`src/rtl/vga_sync_rx.sv`:
```
// vga_sync_rx: receive side of the VGA timing interface. Samples raw
// hsync/vsync/de, measures line and frame geometry and declares lock once
// the geometry repeats for LOCK_FRAMES consecutive frames.
// Ports:
//   clk, rst                    pixel clock, synchronous active-high reset
//   hsync_in, vsync_in, de_in   raw sync / display-enable (polarity by parameter)
//   locked                      geometry stable, measurements valid
//   frame_start                 one-cycle pulse per vsync assertion
//   err                         one-cycle pulse on loss of lock or timeout
//   h_total/h_sync_w/h_active   line geometry in clocks
//   v_total/v_sync_w/v_active   frame geometry in lines
module vga_sync_rx #(
  parameter bit          HSYNC_ACTIVE_LOW = 1'b1,
  parameter bit          VSYNC_ACTIVE_LOW = 1'b0,
  parameter bit          DE_ACTIVE_LOW    = 1'b0,
  parameter int unsigned LOCK_FRAMES      = 2
) (
  input  logic        clk,
  input  logic        rst,
  input  logic        hsync_in,
  input  logic        vsync_in,
  input  logic        de_in,
  output logic        locked,
  output logic        frame_start,
  output logic        err,
  output logic [11:0] h_total,
  output logic [11:0] h_sync_w,
  output logic [11:0] h_active,
  output logic [10:0] v_total,
  output logic [10:0] v_sync_w,
  output logic [10:0] v_active
);
  localparam int unsigned HW = 12;
  localparam int unsigned VW = 11;
  localparam int unsigned MW = 4;
  localparam logic [HW-1:0] H_MAX = '1;
  localparam logic [VW-1:0] V_MAX = '1;

  typedef enum logic [1:0] {SEARCH, VERIFY, LOCKED} state_t;

  typedef struct packed {
    logic [HW-1:0] h_total;
    logic [HW-1:0] h_sync_w;
    logic [HW-1:0] h_active;
    logic [VW-1:0] v_total;
    logic [VW-1:0] v_sync_w;
    logic [VW-1:0] v_active;
  } geom_t;

  // [0] polarity-normalised sample, [1] level acted on, [2] previous level
  logic [2:0] hs_sr, vs_sr, de_sr;
  logic       hs_lvl, vs_lvl, de_lvl;
  logic       hs_rise, vs_rise, de_rise;

  logic [HW-1:0] hcnt, hsw_cnt, dew_cnt, last_len, first_len, line_len;
  logic [VW-1:0] vcnt, vsw_cnt, vde_cnt;
  logic          first_valid, frame_bad, timeout;

  state_t        state;
  logic [MW-1:0] match_cnt;
  logic          ref_valid;
  geom_t         ref_set, meas, cap;
  logic          cap_bad;

  // Input stage: normalise polarity and delay for edge detection
  always_ff @(posedge clk) begin
    if (rst) begin
      hs_sr <= '0;
      vs_sr <= '0;
      de_sr <= '0;
    end else begin
      hs_sr <= {hs_sr[1:0], hsync_in ^ HSYNC_ACTIVE_LOW};
      vs_sr <= {vs_sr[1:0], vsync_in ^ VSYNC_ACTIVE_LOW};
      de_sr <= {de_sr[1:0], de_in ^ DE_ACTIVE_LOW};
    end
  end

  assign hs_lvl   = hs_sr[1];
  assign vs_lvl   = vs_sr[1];
  assign de_lvl   = de_sr[1];
  assign hs_rise  = hs_sr[1] & ~hs_sr[2];
  assign vs_rise  = vs_sr[1] & ~vs_sr[2];
  assign de_rise  = de_sr[1] & ~de_sr[2];
  assign line_len = hcnt + HW'(1);
  assign timeout  = (hcnt == H_MAX) || (vcnt == V_MAX);

  // Frame set as it stands at this frame close; a coincident line close
  // belongs to the frame being closed.
  always_comb begin
    cap          = '0;
    cap.h_total  = hs_rise ? line_len : last_len;
    cap.h_sync_w = hsw_cnt;
    cap.h_active = dew_cnt;
    cap.v_total  = (hs_rise && vcnt != V_MAX) ? vcnt + VW'(1) : vcnt;
    cap.v_sync_w = (hs_rise && vs_lvl && vsw_cnt != V_MAX) ? vsw_cnt + VW'(1) : vsw_cnt;
    cap.v_active = vde_cnt;
    cap_bad      = frame_bad | (hs_rise & first_valid & (line_len != first_len));
  end

  // Line / frame measurement counters
  always_ff @(posedge clk) begin
    if (rst) begin
      hcnt        <= '0;
      hsw_cnt     <= '0;
      dew_cnt     <= '0;
      last_len    <= '0;
      first_len   <= '0;
      first_valid <= 1'b0;
      frame_bad   <= 1'b0;
      vcnt        <= '0;
      vsw_cnt     <= '0;
      vde_cnt     <= '0;
    end else begin
      if (hs_rise) begin
        hcnt     <= '0;
        last_len <= line_len;
      end else if (hcnt != H_MAX) begin
        hcnt <= hcnt + HW'(1);
      end

      if (hs_rise)                          hsw_cnt <= HW'(1);
      else if (hs_lvl && hsw_cnt != H_MAX)  hsw_cnt <= hsw_cnt + HW'(1);

      if (de_rise)                          dew_cnt <= HW'(1);
      else if (de_lvl && dew_cnt != H_MAX)  dew_cnt <= dew_cnt + HW'(1);

      if (vs_rise) begin
        vcnt        <= '0;
        vsw_cnt     <= '0;
        vde_cnt     <= de_rise ? VW'(1) : VW'(0);
        first_valid <= 1'b0;
        frame_bad   <= 1'b0;
      end else begin
        if (hs_rise && vcnt != V_MAX)             vcnt    <= vcnt + VW'(1);
        if (hs_rise && vs_lvl && vsw_cnt != V_MAX) vsw_cnt <= vsw_cnt + VW'(1);
        if (de_rise && vde_cnt != V_MAX)          vde_cnt <= vde_cnt + VW'(1);
        if (hs_rise) begin
          if (!first_valid) begin
            first_len   <= line_len;
            first_valid <= 1'b1;
          end else if (line_len != first_len) begin
            frame_bad <= 1'b1;
          end
        end
      end
    end
  end

  // Lock FSM with registered outputs
  always_ff @(posedge clk) begin
    if (rst) begin
      state       <= SEARCH;
      match_cnt   <= '0;
      ref_valid   <= 1'b0;
      ref_set     <= '0;
      meas        <= '0;
      locked      <= 1'b0;
      err         <= 1'b0;
      frame_start <= 1'b0;
    end else begin
      err         <= 1'b0;
      frame_start <= vs_rise;
      case (state)
        SEARCH: begin
          locked <= 1'b0;
          if (!timeout && vs_rise) begin
            state     <= VERIFY;
            match_cnt <= '0;
            ref_valid <= 1'b0;
          end
        end
        VERIFY: begin
          if (vs_rise) begin
            meas      <= cap;
            ref_set   <= cap;
            ref_valid <= 1'b1;
          end
          if (timeout) begin
            state <= SEARCH;
          end else if (vs_rise && ref_valid) begin
            if (cap == ref_set && !cap_bad) begin
              match_cnt <= match_cnt + MW'(1);
              if ((match_cnt + MW'(1)) >= MW'(LOCK_FRAMES)) begin
                state  <= LOCKED;
                locked <= 1'b1;
              end
            end else begin
              match_cnt <= '0;
            end
          end
        end
        LOCKED: begin
          if (vs_rise) meas <= cap;
          if (timeout || (hs_rise && line_len != meas.h_total) ||
              (vs_rise && (cap != meas || cap_bad))) begin
            err    <= 1'b1;
            locked <= 1'b0;
            state  <= SEARCH;
          end
        end
        default: begin
          state  <= SEARCH;
          locked <= 1'b0;
        end
      endcase
    end
  end

  assign h_total  = meas.h_total;
  assign h_sync_w = meas.h_sync_w;
  assign h_active = meas.h_active;
  assign v_total  = meas.v_total;
  assign v_sync_w = meas.v_sync_w;
  assign v_active = meas.v_active;
endmodule

```
`config.mk`:
```
export PLATFORM = sky130hd
export DESIGN_NAME = vga_sync_rx
export DESIGN_NICKNAME = d
export VERILOG_FILES = /design/src/rtl/vga_sync_rx.sv
export SDC_FILE = /design/constraint.sdc
export NUM_CORES = 1
export LEC_CHECK = 0
export ABC_AREA = 1
export CAP_MARGIN = 20
export CORE_UTILIZATION = 60
export DETAILED_ROUTE_END_ITERATION = 6
export PLACE_DENSITY_LB_ADDON = 0.15
export SETUP_SLACK_MARGIN = 0.05
export SKIP_CTS_REPAIR_TIMING = 1
export SYNTH_ARGS = -nofsm -noshare
export SYNTH_HDL_FRONTEND = slang
export SYNTH_SLANG_ARGS = --single-unit
export TNS_END_PERCENT = 1
```
`constraint.sdc`:
```
create_clock -name clk -period 2.75 [get_ports clk]
set_input_delay 0.825 -clock clk [delete_from_list [all_inputs] [get_ports clk]]
set_output_delay 0.825 -clock clk [all_outputs]
set_load 0.02 [all_outputs]
```
==> flow_metrics.tcl, run 1 <==
set metrics [dict create \
    worstSetupStartpoint "hs_sr[1]$_SDFF_PP0_" \
    worst_pin_slew_ps 620 \
    hold_violations 0 \
    p_leak_nw 6.60 \
    critPathLaunchType "register" \
    fmax_ghz 0.390 \
    cts_buffers 27 \
    post-route-util_pct 74.0 \
    crit_path_top_delay_cell "dfxtp_4" \
    std_cell_rows 52 \
    drtAntennaViolNets 0 \
    setup-tns-final_ps 0 \
    synth_cells 1901 \
    io-pin-count 77 \
    num_antenna_cells 0 \
    clock_path_buffers 3 \
    ys_ff_latch 252 \
    vias 12502 \
    htree_num_levels 1 \
    crit_path_end_kind "register" \
    path_cells "inv_4 -> nor2_8 -> buf_4 -> nand2_1 -> nand2_1 -> nor2_1 -> nor2_1 -> nand3_1 -> nor2_1 -> nand3_1 -> nor2_1 -> nand3_1 -> nor2_2 -> nand4_1 -> nand2_2 -> nand3_1 -> nand2_1 -> nor2_1" \
    crit_required_ps 3190 \
    yosysWarningCount 0 \
    synth_area_mm2 0.0127 \
    rsz0062_at_grt "false" \
    critPathKind "register to register" \
    final_layout_size_suffix_gt1_share_pct 10.2 \
    nets 2005 \
    outcome "finished clean" \
    place_area_mm2 0.0138 \
    max_stage_delay_ps 410 \
    grt_max_degree 97 \
    crit_fanout 5 \
    first_pass_iters 5 \
    grt-ovfl-total 0 \
    r2r-start "hs_sr[1]$_SDFF_PP0_" \
    synth-edff-count 0 \
    hpwl_um 24000 \
    gp_congestion 0.912 \
    grt_pass1_vias 11426 \
    clkSinkCount 252 \
    cts_root_buffer "clkbuf_16" \
    met1_length_um 15200 \
    clkTransAtPathRegs_ps 60 \
    die_w_um 148 \
    port_buffers 76 \
    r2r_cells 18 \
    cp.arrival_ps 3010 \
    wl_met3_um 2390 \
    topRoutingLayerUsed "met4" \
    seq_area_mm2 0.00507 \
    power_mw 9.54 \
    maxCapViolations 0 \
    grt_pass1_wl_um 55800 \
    clk_latency_ps 550 \
    wl_um 35100 \
    fin_skew_ps 8.84 \
    min-delay-path-class "register to register" \
    worstReg2RegEnd "state[1]$_SDFFE_PP0P_" \
    viasPerCell 5.48 \
    slew_violations 0 \
    area_growth_syn_to_layout_pct 19.2 \
    coreArea_mm2 0.0205 \
    synthArstFlopShare_pct 0 \
    p_per_area_mw_per_mm2 628 \
    grt_usage_pct 31.4 \
    irDropWorstVdd_mv 0.520 \
    crit_end "state[1]$_SDFFE_PP0P_" \
    ys_seq_area_share_pct 39.6 \
    final_area_mm2 0.0152 \
    drc 0 \
    min_period_ps 2560 \
    dieArea_mm2 0.0218 \
    drt_iter0_markers 909 \
    die_height_um 148 \
    post-route-period-util_pct 93.2 \
    ys_types 38 \
    regToRegSetupSlack_ps 190 \
    wl_met2_um 16300 \
    fillCellCount 1656 \
    syn-num-nets 1917 \
    start_util_pct 62.1 \
    cts_tree "built" \
    syn_avg_cell_area_um2 6.70 \
    antenna_found_initial 0 \
    maxSlewHeadroom_pct 58.6 \
    crit_top_cell "nor2_1" \
    post_drt_wl_per_cell_um 15.4 \
    setup_viol 0 \
    synth-main-ff-cell "dfxtp_1" \
    multi_input_area_mm2 0.00671 \
]
## per-stage QoR
| stage | worst slack, ps | hold WS, ps | std cells |
|---|---|---|---|
| 2_1_floorplan | 534 | 388 | 1901 |
| 3_3_place_gp | 44.3 | 403 | 2208 |
| 3_5_place_dp | -95.8 | 402 | 2208 |
| 4_1_cts | -134 | 410 | 2258 |
| 5_1_grt | 9.77 | 429 | 2280 |
| 6_report | 188 | 410 | 2280 |
## synthesized netlist by cell type, types with 7 or more instances
| cell type | number | area (um^2) |
|---|---|---|
| a21oi_1 | 202 | 1010 |
| buf_1 | 7 | 26.3 |
| buf_2 | 7 | 35.0 |
| clkbuf_1 | 51 | 191 |
| dfxtp_1 | 252 | 5040 |
| ha_1 | 11 | 138 |
| inv_1 | 252 | 946 |
| nand2_1 | 451 | 1690 |
| nand2_2 | 7 | 43.8 |
| nand3_1 | 120 | 601 |
| nand3b_1 | 20 | 150 |
| nand4_1 | 20 | 125 |
| nor2_1 | 176 | 661 |
| nor3_1 | 13 | 65.1 |
| nor4_1 | 7 | 43.8 |
| o21ai_0 | 172 | 861 |
| or2_2 | 8 | 50.1 |
| xnor2_1 | 47 | 412 |
| xor2_1 | 29 | 254 |
## layout make-up
cell class | count | area share, %
clock inverters | 12 | 0.989
multi-input cells | 1322 | 44.2
inverters | 261 | 6.49
clock buffers | 38 | 4.92
repair buffers | 125 | 7.78
well taps | 270 | 2.23
flip-flops and latches | 252 | 33.4
## metal layers
metal  up-vias  track usage [%]
li1       6257                -
met1      5738             41.6
met2       426             52.0
met3        81             4.38
met4         0             11.7
met5         -                0
## cell usage in the layout (no fill, tap or decap), types with 8 or more instances in the layout
cell / synthesis / routed
nor2_4: 4 / 13
nand3_1: 120 / 117
clkbuf_16: 0 / 27
xnor2_1: 47 / 47
nand3b_1: 20 / 20
buf_4: 2 / 43
nand2_2: 7 / 33
dfxtp_2: 0 / 10
inv_1: 252 / 250
clkbuf_1: 51 / 8
clkdlybuf4s50_1: 0 / 75
a21oi_1: 202 / 199
or2_2: 8 / 8
nor2_2: 5 / 14
o21ai_0: 172 / 170
nand2_1: 451 / 421
dfxtp_1: 252 / 239
clkinv_2: 0 / 8
ha_1: 11 / 8
nor3_1: 13 / 13
nor2_1: 176 / 161
nand4_1: 20 / 20
xor2_1: 29 / 29
## worst min-delay path by stage
stage                               end  depth (start not counted)                start  slack, ps
floorplan           de_sr[1]$_SDFF_PP0_                          2  de_sr[0]$_SDFF_PP0_        390
global placement    de_sr[1]$_SDFF_PP0_                          2  de_sr[0]$_SDFF_PP0_        400
detailed placement  vs_sr[1]$_SDFF_PP0_                          2  vs_sr[0]$_SDFF_PP0_        400
CTS                 vs_sr[1]$_SDFF_PP0_                          2  vs_sr[0]$_SDFF_PP0_        410
global route        hs_sr[1]$_SDFF_PP0_                          2  hs_sr[0]$_SDFF_PP0_        430
finish              vs_sr[1]$_SDFF_PP0_                          2  vs_sr[0]$_SDFF_PP0_        410
## kinds of logic after synthesis
family / Yosys count / share of synthesized area, %
buf+inv: 330 / 9.97
xor+xnor: 76 / 5.23
flops: 252 / 39.6
fa+ha+maj: 11 / 1.08
simple gates: 845 / 28.7
compound gates: 387 / 15.4
## flip-flops by register name (all words and copies together), names as in the netlist, 2 cells and up
name       count
h_active      12
dew_cnt       12
last_len      12
ref_set       69
vs_sr          3
first_len     12
hsw_cnt       12
vcnt          11
vde_cnt       11
v_sync_w      11
h_total       12
h_sync_w      12
de_sr          3
match_cnt      4
vsw_cnt       11
hcnt          12
hs_sr          3
v_active      11
state          2
v_total       11
## power breakdown
part | internal [mW] | switching (mW)
registers | 3.88 | 0.201
clock network | 2.18 | 1.50
logic | 0.678 | 1.10
total | 6.74 | 2.80
## critical path, delay by kind of cell, from the launching register on
family | cells | cell delay (ps)
AND/OR/NAND/NOR | 16 | 1820
flip-flops | 1 | 410
buffers and inverters | 2 | 230
(Power assumes the default switching activity.)
==> inputs of run 2 (changes only) <==
--- a/config.mk
+++ b/config.mk
@@ -9,9 +9,10 @@
 export CAP_MARGIN = 20
 export CORE_UTILIZATION = 60
 export DETAILED_ROUTE_END_ITERATION = 6
-export PLACE_DENSITY_LB_ADDON = 0.15
+export PLACE_DENSITY = 0.9
 export SETUP_SLACK_MARGIN = 0.05
 export SKIP_CTS_REPAIR_TIMING = 1
+export SKIP_LAST_GASP = 1
 export SYNTH_ARGS = -nofsm -noshare
 export SYNTH_HDL_FRONTEND = slang
 export SYNTH_SLANG_ARGS = --single-unit
==> run 2 against run 1 <==
Net effect: clock skew is 14 ps higher; critical path depth stayed put; critical endpoint unchanged; hold slack worse by 17 ps.
==> flow_metrics.tcl, run 2 (synthesis results as in run 1) <==
set metrics [dict create \
    min-delay-path-class "register to register" \
    max_stage_delay_ps 380 \
    final_common_cell "nand2_1" \
    nets 2005 \
    r2r-start "vsw_cnt[1]$_SDFF_PP0_" \
    hold_path_depth 2 \
    viasPerCell 5.77 \
    grt_max_degree 63 \
    final_layout_size_suffix_gt1_share_pct 10.2 \
    outcome "finished clean" \
    hold_ws_ps 393 \
    die_w_um 148 \
    drt_iter0_markers 1399 \
    first_pass_iters 7 \
    critPathKind "register to register" \
    std_cell_rows 52 \
    crit_required_ps 3240 \
    crit_fanout 16 \
    cts_buffers 26 \
    place_area_mm2 0.0139 \
    clkTransAtPathRegs_ps 70 \
    area_growth_syn_to_layout_pct 18.9 \
    crit_family "simple AND/OR/NAND/NOR gates" \
    drtAntennaViolNets 0 \
    path_cells "ha_4 -> nand2_2 -> nor2_4 -> nand3_4 -> buf_12 -> nand2_1 -> nand2_1 -> nand3b_1 -> nand4_1 -> nor2_1 -> nand2_1 -> nor2_2 -> nand3_1 -> nand2_2 -> nand3_4 -> nand3_1 -> nand2_1 -> nor2_1" \
    cts_tree "built" \
    maxCapViolations 0 \
    fin_ws_ps 149 \
    p_per_area_mw_per_mm2 623 \
    crit_top_cell "nand2_1" \
    crit_path_end_kind "register" \
    worst_pin_slew_ps 741 \
    htree_num_levels 1 \
    dp_slack_ps -90.4 \
    worstReg2RegEnd "state[1]$_SDFFE_PP0P_" \
    hold_start "vs_sr[0]$_SDFF_PP0_" \
    clkSinkCount 252 \
    irDropWorstVdd_mv 0.525 \
    fmax_ghz 0.384 \
    dieArea_mm2 0.0218 \
    num_antenna_cells 0 \
    r2r_cells 18 \
    p_leak_nw 6.60 \
    hold_violations 0 \
    port_buffers 76 \
    grt-ovfl-total 0 \
    cp.arrival_ps 3090 \
    mostFrequentLayoutCells "nand2_1 (425), inv_1 (250), dfxtp_1 (244)" \
    min_period_ps 2600 \
    drc 0 \
    post-route-util_pct 73.9 \
    maxSlewHeadroom_pct 50.6 \
    post-route-period-util_pct 94.6 \
    crit_path_top_delay_cell "dfxtp_2" \
    regToRegSetupSlack_ps 150 \
    fin_skew_ps 22.6 \
    critPathLaunchType "register" \
    gp_congestion 0.948 \
    clk_latency_ps 550 \
    holdPathEnd "vs_sr[1]$_SDFF_PP0_" \
    wl_um 36400 \
    grt_pass1_wl_um 57100 \
    io-pin-count 77 \
    hpwl_um 24300 \
    power_mw 9.44 \
    clock_path_buffers 3 \
    antenna_found_initial 0 \
    grt_pass1_vias 11947 \
    coreArea_mm2 0.0205 \
    final_area_mm2 0.0151 \
    largest_register "ref_set" \
    path_buf_inv 1 \
    start_util_pct 62.1 \
    die_height_um 148 \
    post_drt_wl_per_cell_um 16.0 \
    grt_usage_pct 32.1 \
    vias 13127 \
    slew_violations 0 \
    largest_register_ffs 69 \
    cts_root_buffer "clkbuf_16" \
    setup_viol 0 \
]
[run 2: changes by cell type in the layout (fill, tap and decap cells not counted), moves of 2 or more]
cell / previous run / this run
clkbuf_1: 8 / 2
clkinv_2: 8 / 5
clkinvlp_4: 0 / 4
dfxtp_1: 239 / 244
dfxtp_2: 10 / 6
ha_2: 0 / 2
ha_4: 3 / 1
inv_6: 0 / 2
nand2_1: 421 / 425
nand2_2: 33 / 28
nor2_1: 161 / 157
nor2_2: 14 / 19
xor2_1: 29 / 27
xor2_2: 0 / 2
[run 2: how the worst max path moves through the flow]
stage	from	end	slack (ps)	cells past startpoint
2_1_floorplan	vsw_cnt[1]$_SDFF_PP0_	state[0]$_SDFFE_PP0P_	530	17
3_3_place_gp	hs_sr[1]$_SDFF_PP0_	state[1]$_SDFFE_PP0P_	-40	14
3_5_place_dp	hs_sr[1]$_SDFF_PP0_	locked$_SDFFE_PP0P_	-90	14
4_1_cts	hs_sr[1]$_SDFF_PP0_	locked$_SDFFE_PP0P_	-120	14
5_1_grt	vcnt[0]$_SDFF_PP0_	state[1]$_SDFFE_PP0P_	-60	17
6_report	vsw_cnt[1]$_SDFF_PP0_	state[1]$_SDFFE_PP0P_	150	18
[run 2: layout make-up]
type	count	area (um^2)
Tap cell	270	338
Timing Repair Buffer	125	1190
Multi-Input combinational cell	1323	6720
Inverter	261	982
Clock buffer	31	711
Clock inverter	14	141
Sequential cell	252	5060
Fill cell	1471	5350
[run 2: per-stage QoR]
| stage | std cells | TNS, ps |
|---|---|---|
| 6_report | 2276 | 0 |
| 5_1_grt | 2276 | -141 |
| 3_5_place_dp | 2213 | -243 |
| 2_1_floorplan | 1901 | 0 |
| 4_1_cts | 2258 | -352 |
| 3_3_place_gp | 2213 | -109 |
[run 2: power breakdown]
part	total (mW)	switching [mW]	internal (mW)	leakage, nW
Combinational	1.80	1.13	0.673	4.14
Sequential	4.08	0.202	3.87	2.04
Clock	3.56	1.53	2.04	0.411
[run 2: tightest hold or removal path, stage by stage, from the launching register on]
cell and delay, ps:
dfxtp_1 300, inv_1 40, nor2_1 30
[run 2: metal layers]
layer	up-vias	global-route usage (%)	part of all wire [%]
met1	6051	40.7	41
met5	-	0	0
met4	0	16.4	5.1
met3	148	4.57	8.6
met2	661	53.3	46
li1	6267	-	-
